`config.mk`:
```
export PLATFORM = sky130hd
export DESIGN_NAME = rv_div_unit_flat
export DESIGN_NICKNAME = d
export VERILOG_FILES = /design/src/rtl/rv_div_pkg.sv /design/src/rtl/rv_div_unit_if.sv /design/src/rtl/rv_div_unit_div_step.sv /design/src/rtl/rv_div_unit.sv /design/src/flat_wrapper.sv
export SDC_FILE = /design/constraint.sdc
export NUM_CORES = 1
export LEC_CHECK = 0
export BUFFER_PORTS_ARGS = -buffer_cell sky130_fd_sc_hd__clkbuf_2
export CAP_MARGIN = 20
export CORE_MARGIN = 2
export CORE_UTILIZATION = 50
export CTS_BUF_LIST = sky130_fd_sc_hd__clkbuf_4 sky130_fd_sc_hd__clkbuf_8
export CTS_CLUSTER_DIAMETER = 150
export DETAILED_ROUTE_END_ITERATION = 10
export PLACE_DENSITY = 0.69
export SYNTH_ARGS = -nofsm -noshare
export SYNTH_HDL_FRONTEND = slang
export SYNTH_SLANG_ARGS = --single-unit
export TNS_END_PERCENT = 100
```
`constraint.sdc`:
```
create_clock -name clk -period 13.26 [get_ports clk]
set_input_delay 0.663 -clock clk [delete_from_list [all_inputs] [get_ports clk]]
set_output_delay 0.663 -clock clk [all_outputs]
set_load 0.01 [all_outputs]
```
`src/rtl/rv_div_pkg.sv`:
```
// rv_div_pkg: shared types, constants and special-case helpers for the RV32M divider.
package rv_div_pkg;
   localparam int XLEN = 32;
   localparam int DIV_ITER = 32;
   localparam logic [XLEN-1:0] DIV_ZERO_Q = 32'hFFFF_FFFF;
   localparam logic [XLEN-1:0] INT_MIN = 32'h8000_0000;
   typedef enum logic [1:0] {DIV, DIVU, REM, REMU} div_op_e;
   typedef enum logic [1:0] {IDLE, CALC, FIX, DONE} div_state_e;
   function automatic logic is_special(div_op_e op, logic [XLEN-1:0] a, logic [XLEN-1:0] b);
      return b == '0 || ((op == DIV || op == REM) && a == INT_MIN && b == DIV_ZERO_Q);
   endfunction
   function automatic logic [XLEN-1:0] special_res(div_op_e op, logic [XLEN-1:0] a, logic [XLEN-1:0] b);
      return b == '0 ? ((op == REM || op == REMU) ? a : DIV_ZERO_Q)
                     : ((op == REM || op == REMU) ? '0 : INT_MIN);
   endfunction
endpackage

```
`src/rtl/rv_div_unit_if.sv`:
```
// rv_div_unit_if: request/result handshake bundle between operand read, divider and writeback.
interface rv_div_unit_if;
   import rv_div_pkg::*;
   logic in_valid;
   logic in_ready;
   div_op_e op;
   logic [31:0] rs1_val;
   logic [31:0] rs2_val;
   logic [4:0] rd_in;
   logic out_valid;
   logic out_ready;
   logic [31:0] result;
   logic [4:0] rd_out;
   modport master (
      output in_valid, op, rs1_val, rs2_val, rd_in, out_ready,
      input in_ready, out_valid, result, rd_out
   );
   modport slave (
      input in_valid, op, rs1_val, rs2_val, rd_in, out_ready,
      output in_ready, out_valid, result, rd_out
   );
endinterface

```
`src/rtl/rv_div_unit_div_step.sv`:
```
// div_step: one radix-2 non-restoring iteration on a 34-bit signed partial remainder.
module div_step (
   input logic [33:0] rem_i,
   input logic [31:0] quo_i,
   input logic [31:0] den_i,
   output logic [33:0] rem_o,
   output logic [31:0] quo_o
);
   logic [33:0] sh;
   assign sh = {rem_i[32:0], quo_i[31]};
   assign rem_o = rem_i[33] ? sh + {2'b0, den_i} : sh - {2'b0, den_i};
   assign quo_o = {quo_i[30:0], ~rem_o[33]};
endmodule

```
`src/rtl/rv_div_unit.sv`:
```
// rv_div_unit: iterative RV32M DIV/DIVU/REM/REMU, one quotient bit per cycle.
// Define DIV_FAST_SPECIAL_EN to resolve divide-by-zero and signed overflow at accept.
module rv_div_unit
   import rv_div_pkg::*;
(
   input logic clk,
   input logic rst_n,
   input logic flush,
   output logic busy,
   rv_div_unit_if.slave io
);
   div_state_e state_q, state_d;
   div_op_e op_q, op_d;
   logic [4:0] cnt_q, cnt_d, rd_q, rd_d;
   logic s1_q, s1_d, s2_q, s2_d, sgn_op;
   logic [31:0] den_q, den_d, quo_q, quo_d, res_q, res_d, step_quo, q_sgn, r_sgn;
   logic [33:0] rem_q, rem_d, step_rem, rem_fix;
   div_step u_step (.rem_i(rem_q), .quo_i(quo_q), .den_i(den_q), .rem_o(step_rem), .quo_o(step_quo));
   assign sgn_op = io.op == DIV || io.op == REM;
   // Non-restoring leaves a negative remainder one divisor short.
   assign rem_fix = rem_q[33] ? rem_q + {2'b0, den_q} : rem_q;
   assign q_sgn = (s1_q ^ s2_q) ? -quo_q : quo_q;
   assign r_sgn = s1_q ? -rem_fix[31:0] : rem_fix[31:0];
   always_comb begin
      state_d = state_q;
      op_d = op_q;
      cnt_d = cnt_q;
      rd_d = rd_q;
      s1_d = s1_q;
      s2_d = s2_q;
      den_d = den_q;
      quo_d = quo_q;
      rem_d = rem_q;
      res_d = res_q;
      if (flush) state_d = IDLE;
      else case (state_q)
         IDLE: if (io.in_valid) begin
            op_d = io.op;
            rd_d = io.rd_in;
            s1_d = sgn_op & io.rs1_val[31];
            s2_d = sgn_op & io.rs2_val[31];
            quo_d = s1_d ? -io.rs1_val : io.rs1_val;
            den_d = s2_d ? -io.rs2_val : io.rs2_val;
            rem_d = '0;
            cnt_d = 5'(DIV_ITER - 1);
            state_d = CALC;
`ifdef DIV_FAST_SPECIAL_EN
            if (is_special(io.op, io.rs1_val, io.rs2_val)) begin
               res_d = special_res(io.op, io.rs1_val, io.rs2_val);
               state_d = DONE;
            end
`endif
         end
         CALC: begin
            rem_d = step_rem;
            quo_d = step_quo;
            cnt_d = cnt_q == '0 ? '0 : cnt_q - 5'd1;
            state_d = cnt_q == '0 ? FIX : CALC;
         end
         // Signed overflow falls out of the magnitude math; only DIV by zero needs overriding.
         FIX: begin
            res_d = (op_q == REM || op_q == REMU) ? r_sgn : den_q == '0 ? DIV_ZERO_Q : q_sgn;
            state_d = DONE;
         end
         DONE: if (io.out_ready) state_d = IDLE;
         default: state_d = IDLE;
      endcase
   end
   always_ff @(posedge clk or negedge rst_n) begin
      if (!rst_n) begin
         state_q <= IDLE;
         op_q <= DIV;
         cnt_q <= '0;
         rd_q <= '0;
         s1_q <= 1'b0;
         s2_q <= 1'b0;
         den_q <= '0;
         quo_q <= '0;
         rem_q <= '0;
         res_q <= '0;
      end else begin
         state_q <= state_d;
         op_q <= op_d;
         cnt_q <= cnt_d;
         rd_q <= rd_d;
         s1_q <= s1_d;
         s2_q <= s2_d;
         den_q <= den_d;
         quo_q <= quo_d;
         rem_q <= rem_d;
         res_q <= res_d;
      end
   end
   assign io.in_ready = state_q == IDLE;
   assign busy = state_q != IDLE;
   assign io.out_valid = state_q == DONE;
   assign io.result = res_q;
   assign io.rd_out = rd_q;
endmodule

```
`src/flat_wrapper.sv`:
```
// flat-port wrapper written by rule: the top's interface ports become plain ports
module rv_div_unit_flat import rv_div_pkg::*;
  (clk, rst_n, flush, busy, io_in_valid, io_op, io_rs1_val, io_rs2_val, io_rd_in, io_out_ready, io_in_ready, io_out_valid, io_result, io_rd_out);
  rv_div_unit_if io_i ();
  input logic clk;
  input logic rst_n;
  input logic flush;
  output logic busy;
  input wire logic [$bits(io_i.in_valid)-1:0] io_in_valid;
  input wire logic [$bits(io_i.op)-1:0] io_op;
  input wire logic [$bits(io_i.rs1_val)-1:0] io_rs1_val;
  input wire logic [$bits(io_i.rs2_val)-1:0] io_rs2_val;
  input wire logic [$bits(io_i.rd_in)-1:0] io_rd_in;
  input wire logic [$bits(io_i.out_ready)-1:0] io_out_ready;
  output wire logic [$bits(io_i.in_ready)-1:0] io_in_ready;
  output wire logic [$bits(io_i.out_valid)-1:0] io_out_valid;
  output wire logic [$bits(io_i.result)-1:0] io_result;
  output wire logic [$bits(io_i.rd_out)-1:0] io_rd_out;
  assign io_i.in_valid = io_in_valid;
  assign io_i.op = io_op;
  assign io_i.rs1_val = io_rs1_val;
  assign io_i.rs2_val = io_rs2_val;
  assign io_i.rd_in = io_rd_in;
  assign io_i.out_ready = io_out_ready;
  assign io_in_ready = io_i.in_ready;
  assign io_out_valid = io_i.out_valid;
  assign io_result = io_i.result;
  assign io_rd_out = io_i.rd_out;
  rv_div_unit u_core (.clk(clk), .rst_n(rst_n), .flush(flush), .busy(busy), .io(io_i));
endmodule
```
======== After elaboration in Yosys (flattened, before gate mapping) ========
Cells that the tools add are included.
storage, ports and cells
  bits in registers ....................... 146
  input port bits ......................... 76
  output and inout port bits .............. 40
  logic and storage cells ................. 64
cells by class
  $add $sub $neg .......................... 8
  equality and inequality tests ........... 9
  mux-type cells .......................... 20
  bitwise operators ....................... 5
  reduce and logical (&&, ||, !) cells .... 12
operators with widths
  operator               number
  $mux W32               8
  $neg A32 Y32           4
  $mux W34               2
  $pmux W34 S2           1
  $pmux W32 S2           1
  $add A34 B32 Y34       1
  $sub A34 B32 Y34       1
  $add A32 B32 Y32       1
  $logic_not A32 Y1      1
  $eq A2 B2 Y1 const B   5
  $mux W5                2
  $pmux W5 S2            1
  $mux W2                4
  $pmux W2 S4            1
  $ne A3 B3 Y1 const B   2
  $reduce_and A3 Y1      2
  $logic_not A5 Y1       1
  $sub A5 B1 Y5 const B  1
  $logic_not A2 Y1       2
  $reduce_and A2 Y1      2
  $reduce_bool A2 Y1     2
  $and A1 B1 Y1          2
  $eq A2 B1 Y1 const B   1
  $logic_or A1 B1 Y1     2
  3 further kinds        4

======== Logic depth before layout (Yosys ltp) ========
  depth in word-level cells ............... 6
  gate-level depth with buffers ........... 23
  mapped depth without buffers ............ 20

======== Hierarchy ========
Synthesis repeated with hierarchy kept, for this count alone.
second synthesis, totals
  cells, all modules ...................... 1726
  area total of the unflattened synthesis .. 13596.8 um^2
by module, submodules not included
  module       instances  cells each  area an instance (um^2)  sequential area each (um^2)
  rv_div_unit  1          1329        10866.7                  3628.5
  div_step     1          397         2730.1                   0.0

======== Worst setup path after synthesis ========
OpenSTA, ideal clock, no wires.
  path kind ............................... register to register
  start point ............................. register u_core.rem_q[33]
  end point ............................... register u_core.quo_q[0]
  setup time .............................. 0.104 ns
  data arrival time ....................... 4.960 ns
  data required time ...................... 13.156 ns
  setup slack ............................. 8.196 ns
  cell stages (with the launch flop) ...... 23
  path buffers ............................ 8
  clock period less this slack ............ 5.064 ns
  cell sequence ........................... dfrtp_1 -> buf_2 -> clkbuf_1 -> buf_6 -> buf_6 -> clkbuf_1 -> buf_6 -> clkbuf_1 -> buf_1 -> nor2_1 -> xor2_1 -> ha_1 -> a21o_1 -> a21o_1 -> a21o_1 -> o41a_1 -> a21oi_1 -> o211ai_1 -> a41o_1 -> a211oi_1 -> a21oi_1 -> xnor2_1 -> a221oi_1
between the ends
  cells in the longest elaborated chain, start to end .. 3
ends and longest elaborated chain
  item                    line                        source
  start, declared         rv_div_unit.sv:17           logic [33:0] rem_q, rem_d, step_rem, rem_fix;
  start signal, assigned  rv_div_unit.sv:90           rem_q <= rem_d;
  $mux W34                rv_div_unit_div_step.sv:11  assign rem_o = rem_i[33] ? sh + {2'b0, den_i} : sh - {2'b0, den_i};
  $not A1 Y1              rv_div_unit_div_step.sv:12  assign quo_o = {quo_i[30:0], ~rem_o[33]};
  $pmux W32 S2            rv_div_unit.sv:36           else case (state_q)
  end signal, assigned    rv_div_unit.sv:89           quo_q <= quo_d;
  end, declared           rv_div_unit.sv:16           logic [31:0] den_q, den_d, quo_q, quo_d, res_q, res_d, step_quo, q_sgn, r_sgn;
Every way passes these cells.
A chain may end at the register's enable or synchronous reset.

======== Final worst setup path ========
  start point ............................. register u_core.den_q[2]
  end point ............................... register u_core.rem_q[32]
between the ends
  cells in the longest elaborated chain, start to end .. 3
  elaborated cells on any way between the ends .. 4
  classes of those cells .................. add/sub: 2; mux: 2
ends and longest elaborated chain
  item                                                         line                        source
  start, declared                                              rv_div_unit.sv:16
  start signal, assigned                                       rv_div_unit.sv:88           den_q <= den_d;
  $sub A34 B32 Y34 / $add A34 B32 Y34 (equally long branches)  rv_div_unit_div_step.sv:11
  $mux W34 *                                                   rv_div_unit_div_step.sv:11
  $pmux W34 S2 *                                               rv_div_unit.sv:36
Mark *: on every way between the ends. The rest lies on a longest branch, timed or not.

==> impl_metrics.toml <==
[critical_path]
r2r_cells = 18
path_cells = "nor2_1, nor4b_1, nor3b_1, nor4b_1, nor2_1, xnor2_1, ha_1, a21o_1, a21o_1, a21oi_1, o21ai_0, a31o_2, a31oi_1, nand3_1, a41oi_1, o21ai_0, xnor2_1, o21ai_0"
path_buf_inv = 0
start_kind = "register"
worstPathArrival_ps = 5450
critPathCaptureType = "register"
path_class = "reg2reg"
crit_path_max_incr_delay_ps = 690
crit_fanout = 7
required_ps = 13570
reg2reg_from = "u_core.den_q[2]$_DFFE_PN0P_"
cp_top_family = "simple AND/OR/NAND/NOR gates"
critPathMostFrequentCell = "o21ai_0"
reg2reg_setup_slack_ps = 8120
critical-path-slowest-cell = "nor4b_1"
r2r-end = "u_core.rem_q[32]$_DFFE_PN0P_"

[place]
globalplace.congestion = 0.9425
dp_hpwl_um = 28460
dpl.cell_count = 2005
io_buffers = 115
dpl_cell_area_sq_um = 13720

[global_route]
grt_use_total_pct = 27.76
grt_pass1_wl_um = 60190
grt-ovfl-total = 0
antenna_found_initial = 0
grt_start_max_net_pins = 79
grt_pass1_vias = 11530

[floorplanning]
coreArea_sq_um = 25330
io_pins = 116
rows = 58
fp.dieArea_sq_um = 27240
die_x_um = 165.1
die_h_um = 165.1
start_util_pct = 51.21

[clocking]
cts_root_buffer = "clkbuf_8"
cts_tree = "done"
clk_pin_slew_ps = 90
insertion_delay_ps = 480
post_cts_buffers = 0
ctsHoldBuffers = 0
htreeDepth = 4
clock_path_buffers = 2
ctsResizeCount = 0
cts_sinks = 145
numCtsBuffers = 17

[layout]
final-instance-count-excl-fill = 2038
area_growth_pct = 8.913
design_area_sq_um = 14130
nets = 1843
drive_gt1_share_pct = 12.53
diodes = 0

[sta]
setup_viol = 0
fin_crit_ps = 5140
worst-slew-pin-transition_ps = 1118
max_slew_margin_pct = 25.16
finalCritPeriodShare_pct = 38.76
rsz0062_at_grt = "no"
drv_slew = 0
hold_ws_ps = 235.6
fin_tns_setup_ps = 0
skew_ps = 20.61
hold_viol_final = 0
clock.fmax_mhz = 194.6

[synthesis]
synth_flop_cell = "dfrtp_1"
synth_fa_ha_area_share_pct = 7.062
syn_area_sq_um = 12970
yosys_warnings = 0
syn_area_per_cell_sq_um = 7.996
synth-seq-area-share_pct = 27.98
synth-xor-area-share_pct = 12.83
synth_compound_area_share_pct = 26.09
synth.area.mux_share_pct = 1.206
ys_ff_latch = 145
syn-num-nets = 1770
async_flop_share_pct = 100.0
synth_cell_types = 96
synth_edf_count = 0
syn_inst = 1622
synth-simple-area-share_pct = 20.57
synth_top_family_by_area = "compound AO/OA/AOI/OAI gates"

[routing]
via_count = 12350
wire_per_inst_um = 18.35
post_drt_via_cell_ratio = 6.061
drt-initial-drc-count = 1166
ant_nets = 0
routed_wl_um = 37390
drc = 0
first_pass_iters = 5

[status]
status = "finished clean"

[worst_hold_path]
min_path_type = "in2async"

[flow_run]
drv_cap = 0

[pwr]
ir_drop_mv = 0.07614
p_per_area_nw_per_um2 = 195.3
power.leakage_nw = 6.288
-- placed cells by master (no fill, tap or decap), types with 17 or more instances in the layout --
cell type and n:
xor2_1 94, o21ai_0 162, ha_1 70, xnor2_1 96, nor4_1 17, o31ai_1 27, nor2_1 123, a21o_1 41
buf_4 19, a21oi_1 114, dfrtp_1 144, clkbuf_8 17, nand2b_1 21, clkbuf_2 114, o22ai_1 31, nand3_1 25
nor3_1 38, nand2_1 212, inv_1 41
-- registers in the layout, summed over array words and instances (netlist names), 2 cells and up --
register / flops
u_core.cnt_q: 5
u_core.state_q: 2
u_core.io.rd_out: 5
u_core.den_q: 32
u_core.rem_q: 34
u_core.io.result: 32
u_core.quo_q: 32
-- cells by family (layout without fill, tap and decap cells) --
logic type	count (synthesis)	after routing
xor gates and xnor gates	190	190
and+or+nand+nor	557	557
DFF	145	145
adders and majority gates	72	72
AOI/OAI and AO/OA	520	520
buffers and inverters	123	209
muxes	15	15
-- per-layer routing --
layer	track usage, %	up-vias	part of all wire (%)
met5	0	-	0
met2	45.76	398	47
met1	38.10	5864	45
met3	4.196	52	6.0
li1	-	6038	-
met4	7.352	0	1.9
-- power by group --
| group | total (W) | switching (W) | internal (W) |
|---|---|---|---|
| registers | 0.000701 | 0.000164 | 0.000537 |
| logic | 0.00168 | 0.000990 | 0.000695 |
| clock network | 0.000373 | 0.000199 | 0.000174 |
-- worst max-delay path by stage --
| stage | from | end | slack [ps] | cells after the start |
|---|---|---|---|---|
| global route | u_core.den_q[2]$_DFFE_PN0P_ | u_core.rem_q[32]$_DFFE_PN0P_ | 7450 | 18 |
| finish | u_core.den_q[2]$_DFFE_PN0P_ | u_core.rem_q[32]$_DFFE_PN0P_ | 8120 | 18 |
| detailed placement | u_core.den_q[2]$_DFFE_PN0P_ | u_core.rem_q[32]$_DFFE_PN0P_ | 8200 | 18 |
| floorplan | u_core.rem_q[33]$_DFFE_PN0P_ | u_core.quo_q[0]$_DFFE_PN0P_ | 8200 | 22 |
| CTS | u_core.den_q[2]$_DFFE_PN0P_ | u_core.rem_q[32]$_DFFE_PN0P_ | 8170 | 18 |
| global placement | u_core.den_q[2]$_DFFE_PN0P_ | u_core.rem_q[32]$_DFFE_PN0P_ | 8280 | 18 |
-- stage by stage --
stage	worst slack, ps	util, %	power, W
after floorplan	8196	-	0.001955
after global placement	8278	54.17	0.002336
after detailed placement	8202	54.17	0.002357
after CTS	8172	55.75	0.002739
after global routing	7452	55.78	0.002975
final	8120	55.78	0.002759
-- worst register-to-register path, cell delays in order (launching register included) --
cell     delay (ps)
dfrtp_1         440
nor2_1          180
nor4b_1         320
nor3b_1         670
nor4b_1         690
nor2_1          120
xnor2_1         170
ha_1            370
a21o_1          210
a21o_1          170
a21oi_1         140
o21ai_0         100
a31o_2          260
a31oi_1         220
nand3_1         170
a41oi_1         340
o21ai_0         180
xnor2_1         160
o21ai_0          90
-- Yosys cell counts, types with 5 or more instances --
cell type,n,area share [%]
nand2_1,212,6.1
o21ai_0,162,6.3
dfrtp_1,145,28
nor2_1,124,3.6
a21oi_1,114,4.4
xnor2_1,96,6.5
xor2_1,94,6.3
ha_1,70,6.8
clkbuf_1,60,1.7
a21o_1,41,2.4
inv_1,41,1.2
nor3_1,39,1.5
o22ai_1,31,1.5
o31ai_1,27,1.6
nand3_1,25,0.96
nand2b_1,21,1.0
nor4_1,17,0.82
or3_1,16,0.77
a31oi_1,15,0.72
nand4_1,15,0.72
nor2b_1,13,0.63
a221oi_1,12,0.81
or4_1,12,0.69
and3_1,11,0.53
mux2i_1,10,0.77
nor3b_1,10,0.58
o21a_1,9,0.52
o311ai_0,9,0.61
o41ai_1,9,0.61
and2_1,8,0.39
buf_6,8,0.69
o211ai_1,8,0.46
a211oi_1,7,0.41
and4_1,6,0.41
buf_2,6,0.23
a211o_1,5,0.34
a22o_1,5,0.34
mux2_2,5,0.43
o21bai_1,5,0.29
or2_2,5,0.24
-- layout make-up --
class / count / area, sq um
well taps: 330 / 412.9
fillers: 2404 / 11200
clock buffers: 19 / 249.0
inverters: 43 / 161.4
repair buffers: 134 / 724.4
flip-flops and latches: 145 / 3630
multi-input cells: 1354 / 8798
clock inverters: 13 / 150.1
(Power assumes the default switching activity.)
